**src/rtl/dac_pkg.sv**
```systemverilog
// Shared types and the output number-format helper for the DAC DDR framer.
package dac_pkg;

  typedef enum logic [1:0] {
    STREAM = 2'b00,
    ZERO   = 2'b01,
    RAMP   = 2'b10,
    CONST  = 2'b11
  } dac_mode_e;

  typedef enum logic [1:0] {
    IDLE      = 2'b00,
    PRIME     = 2'b01,
    RUN       = 2'b10,
    UNDERFLOW = 2'b11
  } dac_state_e;

  localparam int unsigned FMT_W = 64;

  // Offset-binary is two's complement with the sample MSB inverted.
  function automatic logic [FMT_W-1:0] fmt_sample(input logic [FMT_W-1:0] value,
                                                  input int unsigned      width,
                                                  input logic             offset_binary);
    return value ^ (FMT_W'(offset_binary) << (width - 1));
  endfunction

endpackage

```
**src/rtl/dac_sample_fifo.sv**
```systemverilog
// Synchronous sample FIFO with registered occupancy and registered not-full.
module dac_sample_fifo #(
  parameter int unsigned WIDTH = 33,
  parameter int unsigned DEPTH = 16
) (
  input  logic                     clk,
  input  logic                     rst,
  input  logic                     push,
  input  logic                     pop,
  input  logic [WIDTH-1:0]         wdata,
  output logic [WIDTH-1:0]         rdata,
  output logic [$clog2(DEPTH):0]   level,
  output logic                     not_full
);

  localparam int unsigned PTR_W = $clog2(DEPTH);
  localparam int unsigned LVL_W = PTR_W + 1;

  logic [WIDTH-1:0] mem [DEPTH];
  logic [PTR_W-1:0] wr_ptr_q;
  logic [PTR_W-1:0] rd_ptr_q;
  logic [LVL_W-1:0] level_q;
  logic [LVL_W-1:0] level_d;
  logic             not_full_q;

  always_comb level_d = level_q + LVL_W'(push) - LVL_W'(pop);

  always_ff @(posedge clk) begin
    if (push) mem[wr_ptr_q] <= wdata;
  end

  // Pointers wrap naturally because DEPTH is a power of two.
  always_ff @(posedge clk or posedge rst) begin
    if (rst) begin
      wr_ptr_q   <= '0;
      rd_ptr_q   <= '0;
      level_q    <= '0;
      not_full_q <= 1'b0;
    end else begin
      if (push) wr_ptr_q <= wr_ptr_q + PTR_W'(1);
      if (pop)  rd_ptr_q <= rd_ptr_q + PTR_W'(1);
      level_q    <= level_d;
      not_full_q <= (level_d != LVL_W'(DEPTH));
    end
  end

  assign rdata    = mem[rd_ptr_q];
  assign level    = level_q;
  assign not_full = not_full_q;

endmodule

```
**src/rtl/dac_ddr_framer.sv**
```systemverilog
// AXI-Stream to DDR rise/fall lane framer with priming, test patterns and output format.
module dac_ddr_framer
  import dac_pkg::*;
#(
  parameter int unsigned DATA_W        = 16,
  parameter int unsigned NUM_CH        = 2,
  parameter int unsigned FIFO_DEPTH    = 16,
  parameter int unsigned FRAME_LEN     = 4,
  parameter int unsigned PRIME_LEVEL   = 8,
  parameter bit          OFFSET_BINARY = 1'b0
) (
  input  logic                          clk,
  input  logic                          rst,
  input  logic                          s_axis_valid,
  output logic                          s_axis_ready,
  input  logic [NUM_CH*DATA_W-1:0]      s_axis_data,
  input  logic                          s_axis_last,
  input  logic                          cfg_enable,
  input  logic [1:0]                    cfg_mode,
  input  logic [DATA_W-1:0]             cfg_const,
  output logic [DATA_W-1:0]             oddr_d_rise,
  output logic [DATA_W-1:0]             oddr_d_fall,
  output logic                          oddr_frame_rise,
  output logic                          oddr_frame_fall,
  output logic [$clog2(FIFO_DEPTH):0]   fifo_level,
  output logic                          status_running,
  output logic                          status_underflow
);

  localparam int unsigned LANES  = NUM_CH / 2;
  localparam int unsigned LANE_W = (LANES > 1) ? $clog2(LANES) : 1;
  localparam int unsigned FRM_W  = (FRAME_LEN > 1) ? $clog2(FRAME_LEN) : 1;
  localparam int unsigned WORD_W = NUM_CH * DATA_W;
  localparam int unsigned LVL_W  = $clog2(FIFO_DEPTH) + 1;
  localparam logic [DATA_W-1:0] IDLE_VAL = DATA_W'(fmt_sample('0, DATA_W, OFFSET_BINARY));

  dac_state_e          state_q, state_d;
  dac_mode_e           mode_q, cur_mode;
  logic [LANE_W-1:0]   lane_q;
  logic [FRM_W-1:0]    frame_q;
  logic [DATA_W-1:0]   ramp_q;
  logic [LVL_W-1:0]    last_cnt_q;
  logic [LVL_W-1:0]    level;
  logic [WORD_W:0]     head;
  logic [WORD_W-1:0]   head_data;
  logic                head_last;
  logic                push, pop, emit, set_uf;
  logic [DATA_W-1:0]   rise_raw, fall_raw;
  logic [DATA_W-1:0]   d_rise_q, d_fall_q;
  logic                frame_rise_q, frame_fall_q, running_q, underflow_q;

  assign push      = s_axis_valid && s_axis_ready;
  assign head_data = head[WORD_W-1:0];
  assign head_last = head[WORD_W];

  dac_sample_fifo #(
    .WIDTH (WORD_W + 1),
    .DEPTH (FIFO_DEPTH)
  ) u_fifo (
    .clk      (clk),
    .rst      (rst),
    .push     (push),
    .pop      (pop),
    .wdata    ({s_axis_last, s_axis_data}),
    .rdata    (head),
    .level    (level),
    .not_full (s_axis_ready)
  );

  always_ff @(posedge clk or posedge rst) begin
    if (rst) state_q <= IDLE;
    else     state_q <= state_d;
  end

  // Next state, lane selection and FIFO pop; mode changes only land on lane 0.
  always_comb begin
    state_d  = state_q;
    pop      = 1'b0;
    emit     = 1'b0;
    set_uf   = 1'b0;
    rise_raw = '0;
    fall_raw = '0;
    cur_mode = (lane_q == '0) ? dac_mode_e'(cfg_mode) : mode_q;
    unique case (state_q)
      IDLE:  state_d = PRIME;
      PRIME: begin
        if (cur_mode != STREAM || level >= LVL_W'(PRIME_LEVEL) || last_cnt_q != '0)
          state_d = RUN;
      end
      RUN: begin
        unique case (cur_mode)
          STREAM: begin
            if (level == '0) begin
              state_d = UNDERFLOW;
              set_uf  = 1'b1;
            end else begin
              emit     = 1'b1;
              rise_raw = head_data[(2 * int'(lane_q)) * DATA_W +: DATA_W];
              fall_raw = head_data[(2 * int'(lane_q) + 1) * DATA_W +: DATA_W];
              if (lane_q == LANE_W'(LANES - 1)) begin
                pop = 1'b1;
                if (head_last && level == LVL_W'(1) && !push) state_d = PRIME;
              end
            end
          end
          ZERO: emit = 1'b1;
          RAMP: begin
            emit     = 1'b1;
            rise_raw = ramp_q;
            fall_raw = ramp_q + DATA_W'(1);
          end
          CONST: begin
            emit     = 1'b1;
            rise_raw = cfg_const;
            fall_raw = cfg_const;
          end
          default: ;
        endcase
      end
      UNDERFLOW: state_d = PRIME;
      default:   state_d = IDLE;
    endcase
    if (!cfg_enable) state_d = IDLE;
  end

  always_ff @(posedge clk or posedge rst) begin
    if (rst) begin
      mode_q       <= STREAM;
      lane_q       <= '0;
      frame_q      <= '0;
      ramp_q       <= '0;
      last_cnt_q   <= '0;
      d_rise_q     <= IDLE_VAL;
      d_fall_q     <= IDLE_VAL;
      frame_rise_q <= 1'b0;
      frame_fall_q <= 1'b0;
      running_q    <= 1'b0;
      underflow_q  <= 1'b0;
    end else begin
      mode_q <= cur_mode;
      // Lane, frame and ramp counters restart every time RUN is entered.
      if (state_q == RUN) begin
        lane_q  <= (lane_q == LANE_W'(LANES - 1)) ? '0 : lane_q + LANE_W'(1);
        frame_q <= (frame_q == FRM_W'(FRAME_LEN - 1)) ? '0 : frame_q + FRM_W'(1);
        ramp_q  <= ramp_q + DATA_W'(2);
      end else begin
        lane_q  <= '0;
        frame_q <= '0;
        ramp_q  <= '0;
      end
      last_cnt_q   <= last_cnt_q + LVL_W'(push && s_axis_last) - LVL_W'(pop && head_last);
      d_rise_q     <= DATA_W'(fmt_sample(FMT_W'(rise_raw), DATA_W, OFFSET_BINARY));
      d_fall_q     <= DATA_W'(fmt_sample(FMT_W'(fall_raw), DATA_W, OFFSET_BINARY));
      frame_rise_q <= emit && (frame_q == '0);
      frame_fall_q <= 1'b0;
      running_q    <= (state_d == RUN);
      if (!cfg_enable)  underflow_q <= 1'b0;
      else if (set_uf)  underflow_q <= 1'b1;
    end
  end

  assign oddr_d_rise      = d_rise_q;
  assign oddr_d_fall      = d_fall_q;
  assign oddr_frame_rise  = frame_rise_q;
  assign oddr_frame_fall  = frame_fall_q;
  assign fifo_level       = level;
  assign status_running   = running_q;
  assign status_underflow = underflow_q;

endmodule

```
**config.mk**
```make
export PLATFORM = sky130hd
export DESIGN_NAME = dac_ddr_framer
export DESIGN_NICKNAME = d
export VERILOG_FILES = /design/src/rtl/dac_pkg.sv /design/src/rtl/dac_sample_fifo.sv /design/src/rtl/dac_ddr_framer.sv
export SDC_FILE = /design/constraint.sdc
export NUM_CORES = 1
export LEC_CHECK = 0
export CELL_PAD_IN_SITES_DETAIL_PLACEMENT = 1
export CELL_PAD_IN_SITES_GLOBAL_PLACEMENT = 1
export CORE_MARGIN = 8
export CORE_UTILIZATION = 45
export DETAILED_ROUTE_END_ITERATION = 8
export PLACE_DENSITY = 0.69
export SKIP_CTS_REPAIR_TIMING = 1
export SYNTH_ARGS = -nofsm -noshare
export SYNTH_HDL_FRONTEND = slang
export SYNTH_SLANG_ARGS = --single-unit
```
**constraint.sdc**
```tcl
create_clock -name clk -period 8 [get_ports clk]
set_clock_uncertainty 0.05 [all_clocks]
set_input_delay 2.4 -clock clk [delete_from_list [all_inputs] [get_ports clk]]
set_output_delay 2.4 -clock clk [all_outputs]
set_load 0.05 [all_outputs]
```
# Word-level counts from Yosys, hierarchy flattened
# Memories as Yosys holds them, arrays and structs flattened.
# Cells that the tools add are included.
totals:
  regBits: 77
  mem_bits_rw: 528
  in_bits: 55
  output_inout_bits: 42
  elab_cells: 91
  mem_count: 1
classes:
  add_sub_neg: 11
  order_cmp: 1
  n_eq_ne: 11
  shift: 2
  n_mux: 33
  reduce_logical: 17
memory_table:
  columns: ["name", "words", "word_bits", "rd", "rd_ports_with_merged_regs", "wr", "line_no", "rtl"]
  rows:
  - ["u_fifo.mem", 16, 33, 1, 0, 1, "dac_sample_fifo.sv:19", "logic [WIDTH-1:0] mem [DEPTH];"]
ops:
  columns: ["operator", "count"]
  rows:
  - ["16-bit one-hot mux with 3 select lines", 2]
  - ["16-bit two-way mux", 5]
  - ["32-bit by 7-bit indexed part select with 16-bit output", 1]
  - ["32-bit by 8-bit indexed part select with 16-bit output", 1]
  - ["2-bit two-way mux", 9]
  - ["16-bit by 1-bit adder with 16-bit output (second input constant)", 1]
  - ["16-bit by 2-bit adder with 16-bit output (second input constant)", 1]
  - ["1-bit two-way mux", 15]
  - ["2-bit equality test (second input constant)", 6]
  - ["5-bit by 1-bit adder with 5-bit output", 2]
  - ["5-bit by 1-bit subtractor with 5-bit output", 2]
  - ["4-bit by 1-bit adder with 4-bit output (second input constant)", 2]
  - ["1-bit logical AND", 6]
  - ["2-bit logical NOT", 3]
  - ["2-bit one-hot mux with 3 select lines", 1]
  - ["5-bit by 1-bit equality test with 1-bit output (second input constant)", 1]
  - ["5-bit by 4-bit greater-or-equal comparator with 1-bit output (second input constant)", 1]
  - ["5-bit logical NOT", 1]
  - ["5-bit != test (second input constant)", 1]
  - ["5-bit nonzero test", 1]
  - ["2-bit by 1-bit equality test with 1-bit output (second input constant)", 2]
  - ["2-bit by 1-bit adder with 3-bit output (second input constant)", 1]
  - ["3-bit OR reduction", 1]
  - ["2-bit by 1-bit adder with 2-bit output (second input constant)", 1]
  - ["7 further kinds", 8]

# Logic depth before layout (Yosys ltp)
# Gate-level depths: netlist (run 1).
logic_depth:
  ltp_word: 10
  depth_mapped: 14
  depth_no_buf: 14

# Cells and area by module
# Synthesis (run 1) repeated with hierarchy kept, for this count alone.
unflattened:
  hier_cells: 1184
  hier_area_um2: 23478.8
by_module_without_submodules:
  columns: ["mod", "instances", "cells_each", "area_each_um2", "seq_area_each_um2"]
  rows:
  - ["dac_sample_fifo", 1, 887, 20541.0, 16205.5]
  - ["dac_ddr_framer", 1, 297, 2937.8, 1476.4]

# Worst setup path after synthesis (run 1)
# OpenSTA, ideal clock, no wires.
synth_path:
  path_type: "input port to flip-flop"
  from: "in cfg_mode[1]"
  to: "reg u_fifo.not_full_q (netlist: u_fifo.not_full)"
  setup_ns: 0.129
  t_arrival_ns: 4.373
  t_required_ns: 7.821
  setup_slack_ns: 3.448
  path_stages: 12
  n_path_buf: 1
  cell_sequence: "nor2_1 > nand3_1 > inv_2 > buf_1 > ha_1 > inv_1 > ha_1 > fa_1 > a21oi_1 > o21bai_1 > xnor2_1 > nand3b_1"
synth_via:
  elab_chain_len: 6
synth_rtl:
  columns: ["element", "line_no", "rtl"]
  rows:
  - ["start: declaration", "dac_ddr_framer.sv:19", "input logic [1:0] cfg_mode,"]
  - ["2-bit two-way mux", "dac_ddr_framer.sv:83", "cur_mode = (lane_q == '0) ? dac_mode_e'(cfg_mode) : mode_q;"]
  - ["2-bit logical NOT", "dac_ddr_framer.sv:91", "unique case (cur_mode)"]
  - ["1-bit two-way mux", "dac_ddr_framer.sv:91", null]
  - ["1-bit two-way mux", "dac_ddr_framer.sv:84", "unique case (state_q)"]
  - ["net pop", "dac_ddr_framer.sv:47", "logic push, pop, emit, set_uf;"]
  - ["5-bit by 1-bit subtractor with 5-bit output", "dac_sample_fifo.sv:26", "always_comb level_d = level_q + LVL_W'(push) - LVL_W'(pop);"]
  - ["net u_fifo.level_d[4]", "dac_sample_fifo.sv:23", "logic [LVL_W-1:0] level_d;"]
  - ["5-bit != test", "dac_sample_fifo.sv:43", "not_full_q <= (level_d != LVL_W'(DEPTH));"]
  - ["end signal: assignment", "dac_sample_fifo.sv:43", null]
  - ["end: declaration", "dac_sample_fifo.sv:24", "logic not_full_q;"]
# The timed path passes the listed nets, and every way through them passes these cells.
# A chain may end at the register's enable or synchronous reset.

# Worst setup path in the final report (run 1)
layout_path:
  from: "in cfg_mode[0]"
  to: "reg u_fifo.not_full_q (netlist: u_fifo.not_full)"
layout_via:
  elab_chain_len: 6
layout_rtl:
  columns: ["element", "line_no"]
  rows:
  - ["2-bit two-way mux", "dac_ddr_framer.sv:83"]
  - ["2-bit logical NOT", "dac_ddr_framer.sv:91"]
  - ["1-bit two-way mux", "dac_ddr_framer.sv:91"]
  - ["1-bit two-way mux", "dac_ddr_framer.sv:84"]
  - ["5-bit by 1-bit subtractor with 5-bit output", "dac_sample_fifo.sv:26"]
  - ["net u_fifo.level_d[4]", "dac_sample_fifo.sv:23"]
  - ["5-bit != test", "dac_sample_fifo.sv:43"]
# The timed path passes the listed nets, and every way through them passes these cells.

==> reports/metrics.cfg, run 1 <==
[timing]
drv_slew=0
fin_crit_ns=5.69
tns_ns=0
final_hold_viol_count=0
period_share_pct=71.1
max_slew_margin_pct=31.9
finalSetupViolCount=0
worst-slew-pin-transition_ns=1.02
final.setup.worst_slack_ns=2.31
grt_setup_unrepaired=false
clock.fmax_ghz=0.176

[setup_path]
cp_slowest_cell=clkdlybuf4s50_1
crit_chain=clkdlybuf4s50_1 > nor2_1 > nand3_1 > inv_2 > buf_4 > ha_1 > inv_1 > ha_1 > fa_1 > a21oi_1 > o21bai_1 > xnor2_1 > nand3b_1
critPathTopFamily=buffers and inverters
r2r_start=u_fifo.rd_ptr_q[2]$_DFFE_PP0P_
start_kind=input pin
r2r_setup_slack_ns=3.79
reg2reg_depth=12
reg2reg_to=last_cnt_q[4]$_DFF_PP0_
crit_type=input pin to flop
slowest_delay_ns=0.90
path_max_fanout=25
crit_buf_inv=4
arrival_ns=6.12
endpoint_kind=flop
required_ns=8.43
cp_common_cell=ha_1

[drt]
drt_wl_total_mm=53.9
topRoutingLayerUsed=met5
dr.pass1.iters=6
vias=11076
wl_per_cell_um=27.6
m1WireLength_mm=22.2
wl_met3_mm=3.07
via_per_inst=5.67
antenna_left=0
drt-initial-drc-count=837
drc=0
route.met2.wl_mm=27.4

[final_layout]
layout_common_cells=528 x edfxtp_1, 164 x mux4_2, 95 x clkdlybuf4s50_1, 91 x nand2_1, 69 x dfrtp_1
nNetsFinal=1305
stdcell_count=1953
drive_above_1_share_pct=24.6
layout_commonest_cell=edfxtp_1
area_delta_synth_final_pct=15.5
n_antenna_cell=0

[floorplan]
num_rows=83
start_util_pct=45.6
core_um2=51400
die-area_um2=59600
die_y_um=244
die_w_um=244
ios=97

[logic_synthesis]
async_reset_ff_share_pct=12.1
synth_flop_cell=edfxtp_1
synthDistinctLibCells=47
yosys_warnings=0
synth_edf_count=528
yosysSeqAreaShare_pct=75.5
syn_inst=1094
netlist_area_um2=23400
ys_ff_latch=601
syn_avg_cell_area_um2=21.4
syn-num-nets=1175

[global_routing]
grt_max_degree=74
grt_util_all_layers_pct=18.1
antenna_found_initial=3
grt_pass1_vias=12012
grt-ovfl-total=0
grt_pass1_wl_mm=79.6

[placement]
dpl.hpwl_mm=29.8
routabilityCongestion=0.743
placedCellCount=1844
dpl_worst_slack_ns=1.68
numPortBuffers=95

[pwr]
switching_share_pct=27.7
combPwrFrac_pct=22.2
p_seq_share_pct=46.4
ir_worst_vdd_mv=0.173
p_per_area_nw_per_um2=314
p_int_mw=6.13
p_leak_nw=9.00
pwr-share-clk_pct=31.4
p_switching_mw=2.34

[worst_hold_path]
min_from=frame_q[0]$_DFF_PP0_
hp-class=flop to flop
min_to=frame_q[0]$_DFF_PP0_
min_path_cells=1

[clock_network]
cts_sinks=601
numCtsBuffers=58
clk_latency_ns=0.62
cts_htree_levels=2
clk_pin_slew_ns=0.06
cts_tree=yes
cts_root_buffer=clkbuf_16
clockBufferDepth=3

[flow_run]
max_cap_violations=0

[status]
status=complete, no violations

-- cell type report --
class,count,area [um^2]
multi-input cells,420,5420
flip-flops and latches,601,17700
well taps,680,851
inverters,24,91.3
repair buffers,119,1130
clock inverters,42,350
fillers,4497,24400
clock buffers,67,1510
-- flip-flops by register name, summed over array words and instances, names as in the netlist, 2 cells and up --
| name | count |
|---|---|
| u_fifo.mem | 528 |
| frame_q | 2 |
| u_fifo.rd_ptr_q | 4 |
| last_cnt_q | 5 |
| u_fifo.wr_ptr_q | 4 |
| ramp_q | 15 |
| oddr_d_rise | 16 |
| state_q | 2 |
| oddr_d_fall | 16 |
| u_fifo.level | 5 |
-- worst register-to-register path, cell delays in order (launching register included) --
cell     delay, ns
dfrtp_2       0.79
buf_4         0.55
mux4_1        0.64
mux4_2        0.53
and2_1        0.19
ha_1          0.27
inv_1         0.05
ha_1          0.20
fa_1          0.42
a21oi_1       0.16
nor2_1        0.05
nor2_1        0.11
xnor2_1       0.12
-- metal layers --
layer  up-vias  GRT usage, %
met5         -             0
met4         6          5.31
met3        80          3.28
met2       333          30.8
met1      5960          23.8
li1       4697             -
-- cells in the mapped netlist (2+ instances only) --
library cell | instances | share of area (%)
and2_1 | 26 | 0.69
clkbuf_1 | 18 | 0.29
nand3_1 | 8 | 0.17
fa_1 | 2 | 0.17
nor3b_1 | 3 | 0.096
xnor2_1 | 12 | 0.45
inv_1 | 23 | 0.37
edfxtp_1 | 528 | 68
or4b_2 | 2 | 0.085
o21ai_0 | 6 | 0.13
a21oi_1 | 4 | 0.085
nor2b_1 | 2 | 0.053
or3_1 | 4 | 0.11
dfrtp_1 | 73 | 7.8
mux2_2 | 13 | 0.63
nor3_1 | 7 | 0.15
buf_6 | 2 | 0.096
nand4_1 | 3 | 0.080
a21o_1 | 3 | 0.096
xor2_1 | 11 | 0.41
a21boi_0 | 3 | 0.096
mux4_2 | 164 | 16
nor4_1 | 4 | 0.11
a41oi_1 | 2 | 0.075
nand2_1 | 91 | 1.5
nor2_1 | 6 | 0.096
buf_4 | 11 | 0.35
ha_1 | 24 | 1.3
buf_2 | 7 | 0.15
and3_1 | 5 | 0.13
buf_1 | 11 | 0.18
-- cell families after synthesis --
group                    after synthesis  share of synthesized area [%]
AO/OA/AOI/OAI                         26                          0.801
XOR/XNOR                              23                          0.860
adder cells (fa/ha/maj)               26                           1.45
buffers and inverters                 73                           1.45
flip-flops                           601                           75.5
multiplexers                         178                           16.5
other                                  1                         0.0160
AND/OR/NAND/NOR                      166                           3.40
-- how the worst max path moves through the flow --
stage,start,endpoint,slack (ns),cells after the start
2_1_floorplan,cfg_mode[1],u_fifo.not_full$_DFF_PP0_,3.45,12
3_3_place_gp,cfg_mode[0],u_fifo.not_full$_DFF_PP0_,1.93,13
3_5_place_dp,cfg_mode[0],u_fifo.not_full$_DFF_PP0_,1.68,13
4_1_cts,cfg_mode[0],u_fifo.not_full$_DFF_PP0_,2.31,13
5_1_grt,cfg_mode[0],u_fifo.not_full$_DFF_PP0_,2.01,13
6_report,cfg_mode[0],u_fifo.not_full$_DFF_PP0_,2.31,13
-- power groups by stage --
stage          Combinational [mW]  Sequential (mW)  Clock, mW
4_1_cts                      1.93             3.94       2.72
6_report                     1.88             3.94       2.66
3_5_place_dp                 1.92             4.00          0
2_1_floorplan                1.25             4.03          0
3_3_place_gp                 1.89             3.98          0
5_1_grt                      2.02             3.97       2.82
-- through the flow --
step | hold slack (ns) | area (um^2) | total power [mW] | utilization (%)
floorplan | 0.385 | 23400 | 5.28 | -
CTS | 0.446 | 27000 | 8.59 | 52.6
global route | 0.476 | 27000 | 8.80 | 52.6
global placement | 0.397 | 25200 | 5.87 | 49.0
finish | 0.445 | 27000 | 8.48 | 52.6
detailed placement | 0.431 | 25200 | 5.92 | 49.0
No activity file was read; power rests on OpenSTA's default activity.
==> run 2: changes to the inputs <==
--- a/config.mk
+++ b/config.mk
@@ -10,7 +10,7 @@
 export CORE_MARGIN = 8
 export CORE_UTILIZATION = 45
 export DETAILED_ROUTE_END_ITERATION = 8
-export PLACE_DENSITY = 0.69
+export PLACE_DENSITY = 0.72
 export SKIP_CTS_REPAIR_TIMING = 1
 export SYNTH_ARGS = -nofsm -noshare
 export SYNTH_HDL_FRONTEND = slang
==> constraint.sdc (replaced) <==
create_clock -name clk -period 5.2 [get_ports clk]
set_clock_uncertainty 0.05 [all_clocks]
set_input_delay 1.56 -clock clk [delete_from_list [all_inputs] [get_ports clk]]
set_output_delay 1.56 -clock clk [all_outputs]
set_load 0.05 [all_outputs]
==> reports/metrics.cfg, run 2 (same netlist as run 1, synthesis figures left out) <==
[final_layout]
layout_common_cells=528 x edfxtp_1, 164 x mux4_2, 95 x clkdlybuf4s50_1, 91 x nand2_1, 69 x dfrtp_1
drive_above_1_share_pct=24.9
stdcell_count=1959
multi_input_area_um2=5420
largest_register=u_fifo.mem
fill_cells=4500
nNetsFinal=1309
largest_register_ffs=528
regArea_um2=17700
area_delta_synth_final_pct=16.2
layout_commonest_cell=edfxtp_1
stdcell_area_um2=27200

[status]
status=complete, no violations

[setup_path]
crit_chain=clkdlybuf4s50_1 > nor2_1 > nand3_1 > inv_2 > ha_1 > inv_1 > ha_1 > fa_1 > a21oi_1 > o21bai_1 > xnor2_1 > nand3b_1
endpoint_kind=flop
path_max_fanout=4
critPathTopFamily=adder cells
crit_buf_inv=3
required_ns=5.63
crit_type=input pin to flop
start_kind=input pin
cp_slowest_cell=clkdlybuf4s50_1
slowest_delay_ns=0.47
arrival_ns=4.03
cp_common_cell=ha_1

[timing]
clock.fmax_ghz=0.277
grt_setup_unrepaired=false
worst-slew-pin-transition_ns=1.11
finalSetupViolCount=0
holdWs_ns=0.427
period_share_pct=69.3
drv_slew=0
fin_crit_ns=3.61
max_slew_margin_pct=26.1
tns_ns=0
final_hold_viol_count=0

[floorplan]
start_util_pct=45.6
num_rows=83
core_um2=51400
ios=97
die-area_um2=59600
die_y_um=244
die_w_um=244

[pwr]
ir_worst_vdd_mv=0.310
p_leak_nw=9.08
p_per_area_nw_per_um2=487
power_mw=13.3

[placement]
dpl.hpwl_mm=32.5
numPortBuffers=95
routabilityCongestion=0.756
place_area_um2=25200
placedCellCount=1845

[global_routing]
antenna_found_initial=0
gr-max-usage-layer=met2
met3_usage_pct=3.37
grt_util_all_layers_pct=17.9
grt_max_degree=130
use_met2_pct=29.7
met1_usage_pct=23.8
grt_pass1_vias=12205
grt_pass1_wl_mm=80.0
grt-ovfl-total=0

[clock_network]
cts_htree_levels=2
cts_root_buffer=clkbuf_16
cts_sinks=601
clk_latency_ns=0.61
numCtsBuffers=61
cts_tree=yes
clockBufferDepth=3
clk_pin_slew_ns=0.06

[flow_run]
max_cap_violations=0

[drt]
vias=11062
antenna_left=0
via_per_inst=5.65
wl_per_cell_um=27.2
drt_wl_total_mm=53.2
drt-initial-drc-count=680
drc=0
dr.pass1.iters=7

[worst_hold_path]
hp-class=flop to flop

[run 2: worst paths after layout]
kind / start / to / slack (ns) / cells after the start
setup / recovery: cfg_mode[1] / u_fifo.not_full$_DFF_PP0_ / 1.59 / 12
hold / removal: frame_q[0]$_DFF_PP0_ / frame_q[0]$_DFF_PP0_ / 0.43 / 1
setup reg to reg: u_fifo.level[3]$_DFF_PP0_ / u_fifo.not_full$_DFF_PP0_ / 1.88 / 13
hold reg to reg: frame_q[0]$_DFF_PP0_ / frame_q[0]$_DFF_PP0_ / 0.43 / 1
max in group asynchronous: rst / oddr_d_fall[7]$_DFF_PP0_ / 2.81 / 3
min in group asynchronous: rst / ramp_q[11]$_DFF_PP0_ / 1.40 / 2
[run 2: stage by stage]
step | setup slack, ns | util, %
5_1_grt | 1.39 | 52.9
3_3_place_gp | 1.10 | 49.1
2_1_floorplan | 1.49 | -
4_1_cts | 1.61 | 52.9
6_report | 1.59 | 52.9
3_5_place_dp | 0.985 | 49.1
[run 2: routing by layer]
metal / vias up / share of wire [%] / wire length (um)
met4: 0 / 2.8 / 1470
met3: 83 / 5.6 / 2990
met1: 5929 / 42 / 22500
li1: 4723 / - / -
met5: - / 0 / 0
met2: 327 / 49 / 26300
[run 2: layout make-up]
cell class	count	area share (%)
multi-input combinational	420	19.9
clock buffer	82	6.28
sequential	601	65.0
tap	680	3.13
timing repair buffer	120	4.37
clock inverter	31	0.929
inverter	24	0.336
antenna	1	0.00920
[run 2: power breakdown]
group / total [mW] / switching [mW] / internal [mW] / leakage [nW]
Sequential: 6.09 / 0.260 / 5.83 / 5.74
Combinational: 2.90 / 1.60 / 1.31 / 2.37
Clock: 4.27 / 1.78 / 2.49 / 0.971
==> run 3: changes to the inputs <==
--- a/config.mk
+++ b/config.mk
@@ -10,7 +10,7 @@
 export CORE_MARGIN = 8
 export CORE_UTILIZATION = 45
 export DETAILED_ROUTE_END_ITERATION = 8
-export PLACE_DENSITY = 0.72
+export PLACE_DENSITY = 0.69
 export SKIP_CTS_REPAIR_TIMING = 1
 export SYNTH_ARGS = -nofsm -noshare
 export SYNTH_HDL_FRONTEND = slang
==> constraint.sdc (replaced) <==
create_clock -name clk -period 3.38 [get_ports clk]
set_clock_uncertainty 0.05 [all_clocks]
set_input_delay 1.014 -clock clk [delete_from_list [all_inputs] [get_ports clk]]
set_output_delay 1.014 -clock clk [all_outputs]
set_load 0.05 [all_outputs]
==> reports/metrics.cfg, run 3 (same netlist as run 1, synthesis figures left out) <==
[global_routing]
grt_util_all_layers_pct=17.9
grt_pass1_vias=11930
gr-max-usage-layer=met2
grt_pass1_wl_mm=79.4
grt-ovfl-total=0
use_met2_pct=30.2
grt_max_degree=130
met3_usage_pct=3.04
met1_usage_pct=24.2
antenna_found_initial=0

[setup_path]
arrival_ns=3.67
reg2reg_to=last_cnt_q[4]$_DFF_PP0_
crit_path_start=u_fifo.rd_ptr_q[2]$_DFFE_PP0P_
required_ns=3.86
r2r_start=u_fifo.rd_ptr_q[2]$_DFFE_PP0P_
slowest_delay_ns=0.54
crit_chain=mux4_2 > mux4_2 > and2_1 > ha_1 > inv_1 > ha_1 > fa_1 > a21oi_1 > nor2_1 > nor2_1 > xnor2_1
start_kind=flop
cp_slowest_cell=mux4_2
path_max_fanout=6
crit_type=flop to flop
endpoint_kind=flop
r2r_setup_slack_ns=0.19
reg2reg_depth=11

[pwr]
p_leak_nw=9.17
p_per_area_nw_per_um2=737
combPwrFrac_pct=23.7
switching_share_pct=27.6
power_mw=20.3
p_seq_share_pct=45.5
p_int_mw=14.7
p_switching_mw=5.59
ir_worst_vdd_mv=0.527
pwr-share-clk_pct=30.9

[timing]
final_hold_viol_count=0
worst-slew-pin-transition_ns=0.898
drv_slew=0
max_slew_margin_pct=40.2
finalSetupViolCount=0
period_share_pct=94.2
fin_crit_ns=3.19
final.setup.worst_slack_ns=0.194
clock.fmax_ghz=0.314

[final_layout]
largest_register_ffs=528
layout_common_cells=528 x edfxtp_1, 165 x mux4_2, 95 x clkdlybuf4s50_1, 91 x nand2_1, 67 x dfrtp_1
nNetsFinal=1328
drive_above_1_share_pct=25.8
area_delta_synth_final_pct=17.4
multi_input_area_um2=5410
fill_cells=4482
layout_commonest_cell=edfxtp_1
regArea_um2=17700
post-route-util_pct=53.5
n_antenna_cell=0
stdcell_area_um2=27500
largest_register=u_fifo.mem

[worst_hold_path]
hp-class=flop to flop
min_from=frame_q[0]$_DFF_PP0_
min_to=frame_q[0]$_DFF_PP0_
min_path_cells=1

[drt]
drc=0
vias=11027
drt_wl_total_mm=53.3
via_per_inst=5.58
antenna_left=0
drt-initial-drc-count=1009
wl_per_cell_um=27.0
dr.pass1.iters=5

[status]
status=complete, no violations

[placement]
dpl.hpwl_mm=29.9
routabilityCongestion=0.740
dpl_worst_slack_ns=-0.0339
numPortBuffers=95
place_area_um2=25600

[floorplan]
ios=97
die-area_um2=59600
start_util_pct=45.6
die_w_um=244
core_um2=51400
die_y_um=244
num_rows=83

[clock_network]
clockBufferDepth=3
clk_latency_ns=0.63
cts_root_buffer=clkbuf_16
cts_sinks=601
clk_pin_slew_ns=0.06
cts_htree_levels=2
numCtsBuffers=59
cts_tree=yes

[flow_run]
max_cap_violations=0

==> run 3: cell count changes in the layout (fill, tap and decap cells not counted), moves of 2 or more <==
cell,delta
clkinv_1,+4
dfrtp_1,-2
clkbuf_8,-6
buf_12,+20
clkinvlp_4,+2
clkbuf_16,-4
dfrtp_2,+2
==> run 3: power by group through the flow <==
stage          combinational [mW]  clock [mW]  sequential [mW]
6_report                     4.80        6.26             9.22
5_1_grt                      5.15        6.64             9.28
4_1_cts                      4.86        6.39             9.22
3_5_place_dp                 4.85           0             9.37
3_3_place_gp                 4.78           0             9.32
2_1_floorplan                2.97           0             9.54
==> run 3: per-stage QoR <==
step	hold slack (ns)	instances	setup TNS (ns)
after floorplan	0.385	1094	0
after detailed placement	0.433	1865	-0.0339
final	0.438	1976	0
after CTS	0.446	1975	0
after global routing	0.470	1976	-0.0128
after global placement	0.398	1865	0
==> run 3: routing by layer <==
layer,part of all wire (%),vias up
met2,50,303
met3,5.1,63
met1,43,5924
met5,0,-
met4,1.9,0
li1,-,4737
==> run 3: worst max-delay path: cells and delay by family (launching register included) <==
family	cells	cell delay, ns
mux	2	1.07
compound gates	1	0.14
buf+inv	1	0.04
fa+ha+maj	3	0.86
flops	1	0.47
simple gates	3	0.36
xor+xnor	1	0.12
==> run 3: final cells by class <==
cell class                 count  area share (%)
clock buffer                  72            5.55
inverter                      24           0.332
clock inverter                38            1.18
multi-input combinational    420            19.7
sequential                   601            64.4
timing repair buffer         141            5.81
tap                          680            3.09
==> run 3: worst max-delay path by stage <==
stage,end,slack (ns),depth (start not counted)
after floorplan,u_fifo.not_full$_DFF_PP0_,0.02,14
after global routing,u_fifo.not_full$_DFF_PP0_,-0.01,13
final,last_cnt_q[4]$_DFF_PP0_,0.19,11
after detailed placement,u_fifo.not_full$_DFF_PP0_,-0.03,12
after CTS,last_cnt_q[4]$_DFF_PP0_,0.14,11
after global placement,last_cnt_q[4]$_DFF_PP0_,0.05,13
